--- src/rtl/exp_pkg.sv ---
// Shared types and constant generators for the Taylor-series exponential unit.
package exp_pkg;

    // Controller states: one pass through MULX/MULR/ACC produces one series term.
    typedef enum logic [2:0] {
        IDLE,
        MULX,
        MULR,
        ACC,
        DONE
    } state_t;

    // Reciprocal constant floor(2^frac_w / i) in the unit's fixed-point format.
    // Index 0 is never used by the series and returns 0.
    function automatic int recip(input int i, input int frac_w);
        if (i <= 0) begin
            return 0;
        end
        return (1 << frac_w) / i;
    endfunction

endpackage

--- src/rtl/exp_series_engine_mul.sv ---
// Combinational signed fixed-point multiplier: full 2W-bit product, arithmetic
// shift right by FRAC_W (floor rounding), then saturation back to W bits.
module fxp_mul_sat #(
    parameter int W      = 17,
    parameter int FRAC_W = 8
) (
    input  logic signed [W-1:0] a,
    input  logic signed [W-1:0] b,
    output logic signed [W-1:0] y,
    output logic                sat
);

    localparam int PW = 2 * W;
    localparam logic [W-1:0] SMAX = {1'b0, {(W-1){1'b1}}};
    localparam logic [W-1:0] SMIN = {1'b1, {(W-1){1'b0}}};

    logic signed [PW-1:0] prod;
    logic signed [PW-1:0] shifted;
    logic                 fits;

    // Multiply, rescale and clamp to the representable W-bit range.
    always_comb begin
        // NOTE: every output gets a default first so no path leaves it unassigned (no latch).
        y       = '0;
        sat     = 1'b0;
        prod    = $signed({{W{a[W-1]}}, a}) * $signed({{W{b[W-1]}}, b});
        shifted = prod >>> FRAC_W;
        // The value fits when all bits above the W-bit sign position match it.
        fits    = (&shifted[PW-1:W-1]) | ~(|shifted[PW-1:W-1]);
        if (fits) begin
            y = shifted[W-1:0];
        end else begin
            sat = 1'b1;
            y   = shifted[PW-1] ? SMIN : SMAX;
        end
    end

endmodule

--- src/rtl/exp_series_engine.sv ---
// Fixed-point e^x coprocessor: accumulates x^k/k! term by term, each term
// costing three cycles (multiply by x, multiply by 1/i, accumulate), until the
// term drops below the threshold or MAX_TERMS terms have been accumulated.
module exp_series_engine
    import exp_pkg::*;
#(
    parameter int INT_W     = 9,
    parameter int FRAC_W    = 8,
    parameter int THR_W     = 8,
    parameter int MAX_TERMS = 15
) (
    input  logic                               clk,
    input  logic                               rst,
    input  logic                               start,
    input  logic [INT_W+FRAC_W-1:0]            x,
    input  logic [THR_W-1:0]                   thr,
    output logic                               ready,
    output logic                               done,
    output logic [INT_W+FRAC_W-1:0]            result,
    output logic [$clog2(MAX_TERMS+1)-1:0]     n_terms,
    output logic                               ovf
);

    localparam int W      = INT_W + FRAC_W;
    localparam int CNT_W  = $clog2(MAX_TERMS + 1);
    localparam int THR_SH = FRAC_W - THR_W + 1;
    localparam int TBL_N  = 1 << CNT_W;

    localparam logic [W-1:0]     ONE      = {{(INT_W-1){1'b0}}, 1'b1, {FRAC_W{1'b0}}};
    localparam logic [W-1:0]     SMAX     = {1'b0, {(W-1){1'b1}}};
    localparam logic [W-1:0]     SMIN     = {1'b1, {(W-1){1'b0}}};
    localparam logic [CNT_W-1:0] CNT_ONE  = CNT_W'(1);
    localparam logic [CNT_W-1:0] CNT_LAST = CNT_W'(MAX_TERMS);

    state_t                 state;
    logic signed [W-1:0]    x_reg;
    logic [W-1:0]           thr_ext;
    logic signed [W-1:0]    term;
    logic signed [W-1:0]    acc;
    logic [CNT_W-1:0]       i_cnt;
    logic [CNT_W-1:0]       n_cnt;
    logic                   ovf_run;

    // Reciprocal table 1/i, fully constant; indices past MAX_TERMS are never selected.
    logic signed [W-1:0]    recip_tbl [TBL_N];

    for (genvar g = 0; g < TBL_N; g++) begin : g_recip
        assign recip_tbl[g] = W'(recip(g, FRAC_W));
    end

    // Shared multiplier: x operand in MULX, reciprocal operand in MULR.
    logic signed [W-1:0]    mul_b;
    logic signed [W-1:0]    mul_y;
    logic                   mul_sat;

    assign mul_b = (state == MULR) ? recip_tbl[i_cnt] : x_reg;

    fxp_mul_sat #(
        .W      (W),
        .FRAC_W (FRAC_W)
    ) u_mul (
        .a   (term),
        .b   (mul_b),
        .y   (mul_y),
        .sat (mul_sat)
    );

    // Accumulate-stage arithmetic: |term| for the convergence test and a
    // saturating acc + term.
    logic [W:0]             term_ext;
    logic [W:0]             term_abs;
    logic                   below_thr;
    logic [W:0]             sum_ext;
    logic                   acc_ovf;
    logic signed [W-1:0]    acc_sum;
    logic [CNT_W-1:0]       n_next;
    logic                   last_term;

    // Combinational helpers for the ACC state decision.
    always_comb begin
        term_ext  = {term[W-1], term};
        term_abs  = term_ext[W] ? (~term_ext + (W+1)'(1)) : term_ext;
        below_thr = term_abs < {1'b0, thr_ext};
        sum_ext   = {acc[W-1], acc} + {term[W-1], term};
        acc_ovf   = sum_ext[W] ^ sum_ext[W-1];
        acc_sum   = acc_ovf ? (sum_ext[W] ? SMIN : SMAX) : sum_ext[W-1:0];
        n_next    = n_cnt + CNT_ONE;
        last_term = (n_next == CNT_LAST);
    end

    // Controller and datapath registers, including the registered handshake outputs.
    always_ff @(posedge clk) begin
        if (!rst) begin
            // NOTE: sequential state uses non-blocking assignments so every register samples pre-edge values.
            state   <= IDLE;
            x_reg   <= '0;
            thr_ext <= '0;
            term    <= '0;
            acc     <= '0;
            i_cnt   <= '0;
            n_cnt   <= '0;
            ovf_run <= 1'b0;
            ready   <= 1'b1;
            done    <= 1'b0;
            result  <= '0;
            n_terms <= '0;
            ovf     <= 1'b0;
        end else begin
            done <= 1'b0;
            case (state)
                IDLE: begin
                    // ready is low during the done cycle, so a start there is ignored.
                    if (ready && start) begin
                        x_reg   <= x;
                        thr_ext <= W'(thr) << THR_SH;
                        term    <= ONE;
                        acc     <= ONE;
                        i_cnt   <= CNT_ONE;
                        n_cnt   <= CNT_ONE;
                        ovf_run <= 1'b0;
                        ready   <= 1'b0;
                        state   <= MULX;
                    end else begin
                        ready <= 1'b1;
                    end
                end
                MULX: begin
                    term    <= mul_y;
                    ovf_run <= ovf_run | mul_sat;
                    state   <= MULR;
                end
                MULR: begin
                    term    <= mul_y;
                    ovf_run <= ovf_run | mul_sat;
                    state   <= ACC;
                end
                ACC: begin
                    if (below_thr) begin
                        result  <= acc;
                        n_terms <= n_cnt;
                        ovf     <= ovf_run;
                        state   <= DONE;
                    end else begin
                        acc     <= acc_sum;
                        n_cnt   <= n_next;
                        i_cnt   <= i_cnt + CNT_ONE;
                        ovf_run <= ovf_run | acc_ovf;
                        if (last_term) begin
                            result  <= acc_sum;
                            n_terms <= n_next;
                            ovf     <= ovf_run | acc_ovf;
                            state   <= DONE;
                        end else begin
                            state <= MULX;
                        end
                    end
                end
                DONE: begin
                    done  <= 1'b1;
                    state <= IDLE;
                end
                default: begin
                    state <= IDLE;
                end
            endcase
        end
    end

endmodule

--- config.mk ---
export PLATFORM = sky130hd
export DESIGN_NAME = exp_series_engine
export DESIGN_NICKNAME = d
export VERILOG_FILES = /design/src/rtl/exp_pkg.sv /design/src/rtl/exp_series_engine_mul.sv /design/src/rtl/exp_series_engine.sv
export SDC_FILE = /design/constraint.sdc
export NUM_CORES = 1
export LEC_CHECK = 0
export BUFFER_PORTS_ARGS = -buffer_cell sky130_fd_sc_hd__clkbuf_2
export CORE_ASPECT_RATIO = 0.8
export CORE_MARGIN = 2
export CORE_UTILIZATION = 25
export DETAILED_ROUTE_END_ITERATION = 7
export HOLD_SLACK_MARGIN = 0.12
export PLACE_DENSITY_LB_ADDON = 0.05
export SYNTH_ARGS = -nofsm -noshare
export SYNTH_HDL_FRONTEND = slang
export SYNTH_SLANG_ARGS = --single-unit
--- constraint.sdc ---
create_clock -name clk -period 8 [get_ports clk]
set_input_delay 1.2 -clock clk [delete_from_list [all_inputs] [get_ports clk]]
set_output_delay 1.2 -clock clk [all_outputs]
set_load 0.01 [all_outputs]
## Word level (Yosys, flattened, before mapping)

Memories as Yosys holds them, arrays and structs flattened.
Index checks and enable logic that the tools add are counted.

- Memories: 1
- Word-level logic and storage cells: 82
- Output and inout bits: 24
- Register bits: 95
- Bits in read-only memories: 272
- Bits of input ports: 28

Memory list:

| memory | depth | width | rd ports | clocked after Yosys merged registers in | write ports | RTL line | text |
|---|---|---|---|---|---|---|---|
| (name not given) | 16 | 17 | 1 | 0 | 0 | exp_series_engine.sv:56 | `assign mul_b = (state == MULR) ? recip_tbl[i_cnt] : x_reg;` |

- Multiply operators: 1
- Equal/unequal tests: 7
- Bitwise logic cells: 7
- Reduce and logical (&&, ||, !) cells: 14
- Multiplexer cells: 33
- Add/subtract/negate cells: 4
- Magnitude comparators: 2

Operators with widths:

| kind | number |
|---|---|
| $mux W17 | 11 |
| $pmux W17 S2 | 2 |
| $mul A17 B17 Y34 | 1 |
| $mux W4 | 5 |
| $add A17 B17 Y18 | 1 |
| $add A18 B1 Y18 const B | 1 |
| $lt A18 B9 Y1 | 1 |
| $mux W18 | 1 |
| $not A18 Y18 | 1 |
| $pmux W4 S2 | 2 |
| $pmux W3 S4 | 1 |
| $reduce_and A10 Y1 | 1 |
| $reduce_or A10 Y1 | 1 |
| $mux W3 | 3 |
| $add A4 B1 Y4 const B | 2 |
| $mux W1 | 7 |
| $eq A3 B2 Y1 const B | 2 |
| $reduce_and A2 Y1 | 3 |
| $reduce_and A3 Y1 | 2 |
| $reduce_bool A2 Y1 | 3 |
| $ge A5 B5 Y1 const B | 1 |
| $not A4 Y5 | 1 |
| $eq A4 B4 Y1 const B | 1 |
| $ne A2 B2 Y1 const B | 2 |
| 10 further kinds | 12 |

## Logic depth before layout (Yosys ltp)

- Word-level depth: 12
- Gate-level depth with buffers: 31
- Gate-level depth less buffers: 29

## By module

A second synthesis with hierarchy kept.

- Cell total of the unflattened synthesis: 1,956
- Area, all modules: 16,937.5 um2

By module, submodules not included:

| module | times used | area each (um2) | cells an instance | seq. area each (um2) |
|---|---|---|---|---|
| fxp_mul_sat | 1 | 11,352.1 | 1,265 | 0.0 |
| exp_series_engine | 1 | 5,585.4 | 691 | 1,901.8 |

## Worst setup path after synthesis

Ideal clock, no wire load.

- Kind: register -> register
- Start: reg state[2]
- End: reg term[0]
- Setup time: 122 ps
- Setup slack: 53 ps
- Data required time: 7,878 ps
- Period minus slack after synthesis: 7,947 ps
- Cell stages (with the launch flop): 29
- Arrival time: 7,825 ps
- Path buffers: 4
- Cell sequence: dfxtp_1 -> buf_6 -> or3b_1 -> buf_6 -> a311o_1 -> nand2_1 -> clkbuf_1 -> nand2_1 -> fa_1 -> inv_1 -> fa_1 -> fa_1 -> fa_1 -> fa_1 -> inv_1 -> fa_1 -> inv_1 -> ha_1 -> clkbuf_1 -> a21oi_1 -> o22ai_1 -> o41ai_1 -> o221ai_2 -> a221oi_1 -> xnor2_1 -> a2111oi_0 -> nand4b_1 -> o211a_1 -> a311o_1

- Cells in the longest elaborated chain, start to end: 8
- Elaborated cells between the ends (all ways): 16
- Those cells by class: 1 x mul; 3 x eq/ne; 4 x mux; 2 x bitwise; 6 x reduce/logical

Ends and longest elaborated chain:

| element | RTL line | text |
|---|---|---|
| start: declaration | exp_series_engine.sv:35 | `state_t state;` |
| start signal: assignment | exp_series_engine.sv:95 | `state <= IDLE;` |
| start signal: assignment | exp_series_engine.sv:122 | `state <= MULX;` |
| start signal: assignment | exp_series_engine.sv:130 | `state <= MULR;` |
| $eq A3 B2 Y1 | exp_series_engine.sv:56, exp_series_engine.sv:110 |  |
| $mux W17 | exp_series_engine.sv:56 |  |
| $mul A17 B17 Y34 | exp_series_engine_mul.sv:26 | `prod = $signed({{W{a[W-1]}}, a}) * $signed({{W{b[W-1]}}, b});` |
| $reduce_or A10 Y1 | exp_series_engine_mul.sv:29 | `fits = (&shifted[PW-1:W-1]) \| ~(\|shifted[PW-1:W-1]);` |
| $not A1 Y1 | exp_series_engine_mul.sv:29 |  |
| $or A1 B1 Y1 | exp_series_engine_mul.sv:29 |  |
| $mux W17 | exp_series_engine_mul.sv:30 | `if (fits) begin` |
| $pmux W17 S2 | exp_series_engine.sv:110 | `case (state)` |
| end signal: assignment | exp_series_engine.sv:128 | `term <= mul_y;` |
| end signal: assignment | exp_series_engine.sv:133 | `term <= mul_y;` |
| end: declaration | exp_series_engine.sv:38 | `logic signed [W-1:0] term;` |

Several ways; a longest one is shown, not always the timed one.
A chain may end at the register's enable or synchronous reset.

## Worst setup path in the final report

- Start: reg state[0]
- End: reg term[14]

Same word-level chain as after synthesis.

==> results by group <==
Worst setup path
  – Crit path arrival time: 8110 ps
  – CP startpoint: state[0]
  – Most used cell along the critical path: fa_1
  – R2R setup slack: 180 ps
  – Slowest stage delay, CP: 590 ps
  – Worst path slowest cell: fa_1
  – Worst R2R Start: state[0]
  – Worst Path Buf+Inv: 10
  – CP delay by family, top: adder cells
  – Worst path required time: 8290 ps
  – Worst Setup Start Kind: flip-flop
  – Worst setup EP type: flip-flop
  – Crit Path Max Fanout: 48
  – CP Class: reg -> reg

Logic synthesis
  – Ys Warns: 0
  – Post-synth EDFFs: 0
  – Commonest register cell after synthesis: dfxtp_1
  – Post-synth ARST share: 0
  – Post-Synth Simple-Gate Area: 0.1777
  – Mux cell area share after synthesis: 0.007781
  – Compound-Gate Fraction of Synth Area: 0.1327
  – Post-Syn Area: 17210 sq um
  – Largest family of logic cells by synthesized area: adder cells
  – Avg Inst Size Synth: 8.385 sq um
  – Post-synthesis adder-cell area fraction: 0.4280
  – Flop and latch count out of synthesis: 95
  – Mapped Nets: 2491
  – Post-synthesis xor/xnor area fraction: 0.03003
  – Cells after Synth: 2052
  – Register area share after synthesis: 0.1105
  – Yosys cell types: 83

Global routing
  – Total track usage: 0.1815
  – Largest net degree at the start of global routing: 69
  – M3 GR Usage: 0.01336
  – Vias in the first global route: 15210
  – Met2 Usage GRT: 0.2889
  – First-pass GRT wire length: 97040 um
  – Initial antenna violation count: 0
  – Met1 Usage GRT: 0.2756
  – GR peak layer: met2
  – Gr ovfl total: 0

Pwr
  – Power per cell area: 194.4 nW/um^2
  – Peak supply drop: 0.1200 mV
  – Leakage power: 9.958 nW

Die
  – Core area: 68440 sq um
  – Die W: 297.3 um
  – Num ports: 52
  – Initial Utilization: 0.2514
  – Chip Height: 238.7 um
  – FP Rows: 86
  – Die footprint: 70950 sq um

Clock tree
  – Worst-Skew Late Latency: 400 ps
  – CTS tree: yes
  – # clock sinks: 95
  – Htree depth: 3
  – Longest Clk Path Bufs: 2
  – Clk slew on worst S/H paths: 100 ps
  – Root Buffer: clkbuf_16
  – Number of CTS-inserted buffers: 9

Routing
  – Drt wl/cell: 20.13 um
  – Post-route ant nets: 0
  – Drt pass-1 iters: 5
  – Via-to-Cell Ratio: 4.558
  – DR iter-0 viols: 717
  – Routed vias: 14370
  – DRT Wirelength: 63440 um
  – DRC viols: 0

Timing
  – Slew Limit Fails: 0
  – Setup ws final: 183.8 ps
  – Least-Margin Pin Slew: 1202 ps
  – Tcrit/Tclk final: 0.9770
  – Hold Fails Final Rpt: 0
  – WHS: 466.5 ps
  – Max-slew headroom: 0.1755
  – Number of setup violations in the final report: 0
  – Tmin final: 7816 ps
  – Final Skew: 26.70 ps
  – Maximum clock rate: 0.1279 GHz

Placement
  – GPL Wtd Cong: 0.8243
  – DP Area: 19950 sq um
  – Detailed Place HPWL: 50340 um
  – Pre-CTS setup slack: -504.2 ps
  – I/O Buffers: 51

Finish
  – Post-route cell area: 21150 sq um
  – Fillcell total: 7428
  – Share of post-route cells with drive strength above 1: 0.1895
  – Nets: 2661
  – Synthesis-to-finish area growth: 22.92%
  – Core Util, Final: 0.3091

Min path
  – Hold path start: thr_ext[1]
  – Worst Hold Class: reg -> reg

Run
  – MaxCap Viol Count: 0

Status
  – Outcome: finished, final reports clean
==> logic make-up after synthesis <==
logic type | count (synthesis)
xor gates and xnor gates | 59
adders and majority gates | 411
buffers and inverters | 514
muxes | 13
AOI/OAI and AO/OA | 328
and+or+nand+nor | 632
DFF | 95
==> cells in the final DEF (no fill, tap or decap), types with 18 or more instances in the layout <==
| cell type | synthesis | final |
|---|---|---|
| inv_1 | 402 | 397 |
| fa_1 | 296 | 287 |
| nand2_1 | 251 | 240 |
| buf_4 | 0 | 192 |
| ha_1 | 115 | 102 |
| nor2_1 | 103 | 100 |
| dfxtp_1 | 95 | 90 |
| nor2b_1 | 68 | 65 |
| clkbuf_2 | 0 | 50 |
| a21oi_1 | 63 | 49 |
| o21ai_0 | 55 | 48 |
| and3_1 | 46 | 46 |
| and2_1 | 44 | 41 |
| xnor2_1 | 39 | 38 |
| a21boi_0 | 38 | 37 |
| nand3_1 | 28 | 25 |
| o211ai_1 | 21 | 21 |
| xor2_1 | 20 | 19 |
| buf_12 | 0 | 19 |
| o22ai_1 | 19 | 18 |
| a21o_1 | 18 | 18 |
==> worst register-to-register path: cells and delay by family, from the launching register on <==
kind	cells	cell delay (ps)
fa+ha+maj	7	3140
simple gates	7	1970
buf+inv	10	1380
compound gates	3	630
flops	1	370
xor+xnor	1	190
==> cells in the mapped netlist (5+ instances only) <==
cell / number / area share
a211oi_1: 13 / 0.0057
a21boi_0: 38 / 0.017
a21o_1: 18 / 0.0079
a21oi_1: 63 / 0.018
a31oi_1: 8 / 0.0029
and2_1: 44 / 0.016
and3_1: 46 / 0.017
buf_1: 7 / 0.0015
clkbuf_1: 99 / 0.022
dfxtp_1: 95 / 0.11
fa_1: 296 / 0.34
ha_1: 115 / 0.084
inv_1: 402 / 0.088
mux2i_1: 10 / 0.0058
nand2_1: 251 / 0.055
nand2b_1: 15 / 0.0055
nand3_1: 28 / 0.0081
nand4_1: 12 / 0.0044
nor2_1: 103 / 0.022
nor2b_1: 68 / 0.025
nor3_1: 19 / 0.0055
nor3b_1: 7 / 0.0031
nor4_1: 6 / 0.0022
o211ai_1: 21 / 0.0092
o21a_1: 14 / 0.0061
o21ai_0: 55 / 0.016
o22ai_1: 19 / 0.0069
o311ai_1: 9 / 0.0046
o31ai_1: 5 / 0.0022
or2_2: 7 / 0.0025
or3_1: 12 / 0.0044
xnor2_1: 39 / 0.020
xor2_1: 20 / 0.010
==> final cells by class <==
class,count,area (sq um),area share
diodes,1,2.502,0.0001183
clock buffers,9,225.2,0.01065
clock inverters,7,60.06,0.002840
inverters,403,1515,0.07164
multi-input cells,1444,14070,0.6652
flip-flops and latches,95,1916,0.09057
well taps,924,1156,0.05466
repair buffers,269,2206,0.1043
==> path summary, 6_finish.rpt <==
check                           cells after the start          to
worst min-delay path                                2  thr_ext[1]
worst max register to register                     28    term[14]
worst max-delay path                               28    term[14]
worst min register to register                      2  thr_ext[1]
==> metrics by stage <==
| step | instances | TNS (ps) | power [mW] |
|---|---|---|---|
| after floorplan | 2052 | 0 | 2.131 |
| after global placement | 3115 | -7239 | 3.350 |
| after detailed placement | 3115 | -8028 | 3.330 |
| after CTS | 3134 | 0 | 3.884 |
| after global routing | 3151 | -429.7 | 4.475 |
| final | 3152 | 0 | 4.111 |
==> what timing repair did <==
item / 4_1_cts / 5_1_grt
hold buffers: 0 / 0
gates cloned: 0 / 4
buffers inserted: 3 / 14
endpoints found under the setup margin: 17 / 17
pin swaps: 10 / 64
resized for setup: 30 / 130
==> per-layer routing <==
metal / wire (um) / part of all wire
met4: 365 / 0.0058
met5: 0 / 0
met1: 32920 / 0.52
met3: 1595 / 0.025
met2: 28560 / 0.45
==> where the power goes <==
| part | switching (mW) | internal, mW | leakage [nW] |
|---|---|---|---|
| registers | 0.104 | 0.538 | 0.776 |
| clock network | 0.250 | 0.219 | 0.143 |
| logic | 1.78 | 1.22 | 9.04 |
No activity file was read; power rests on OpenSTA's default activity.
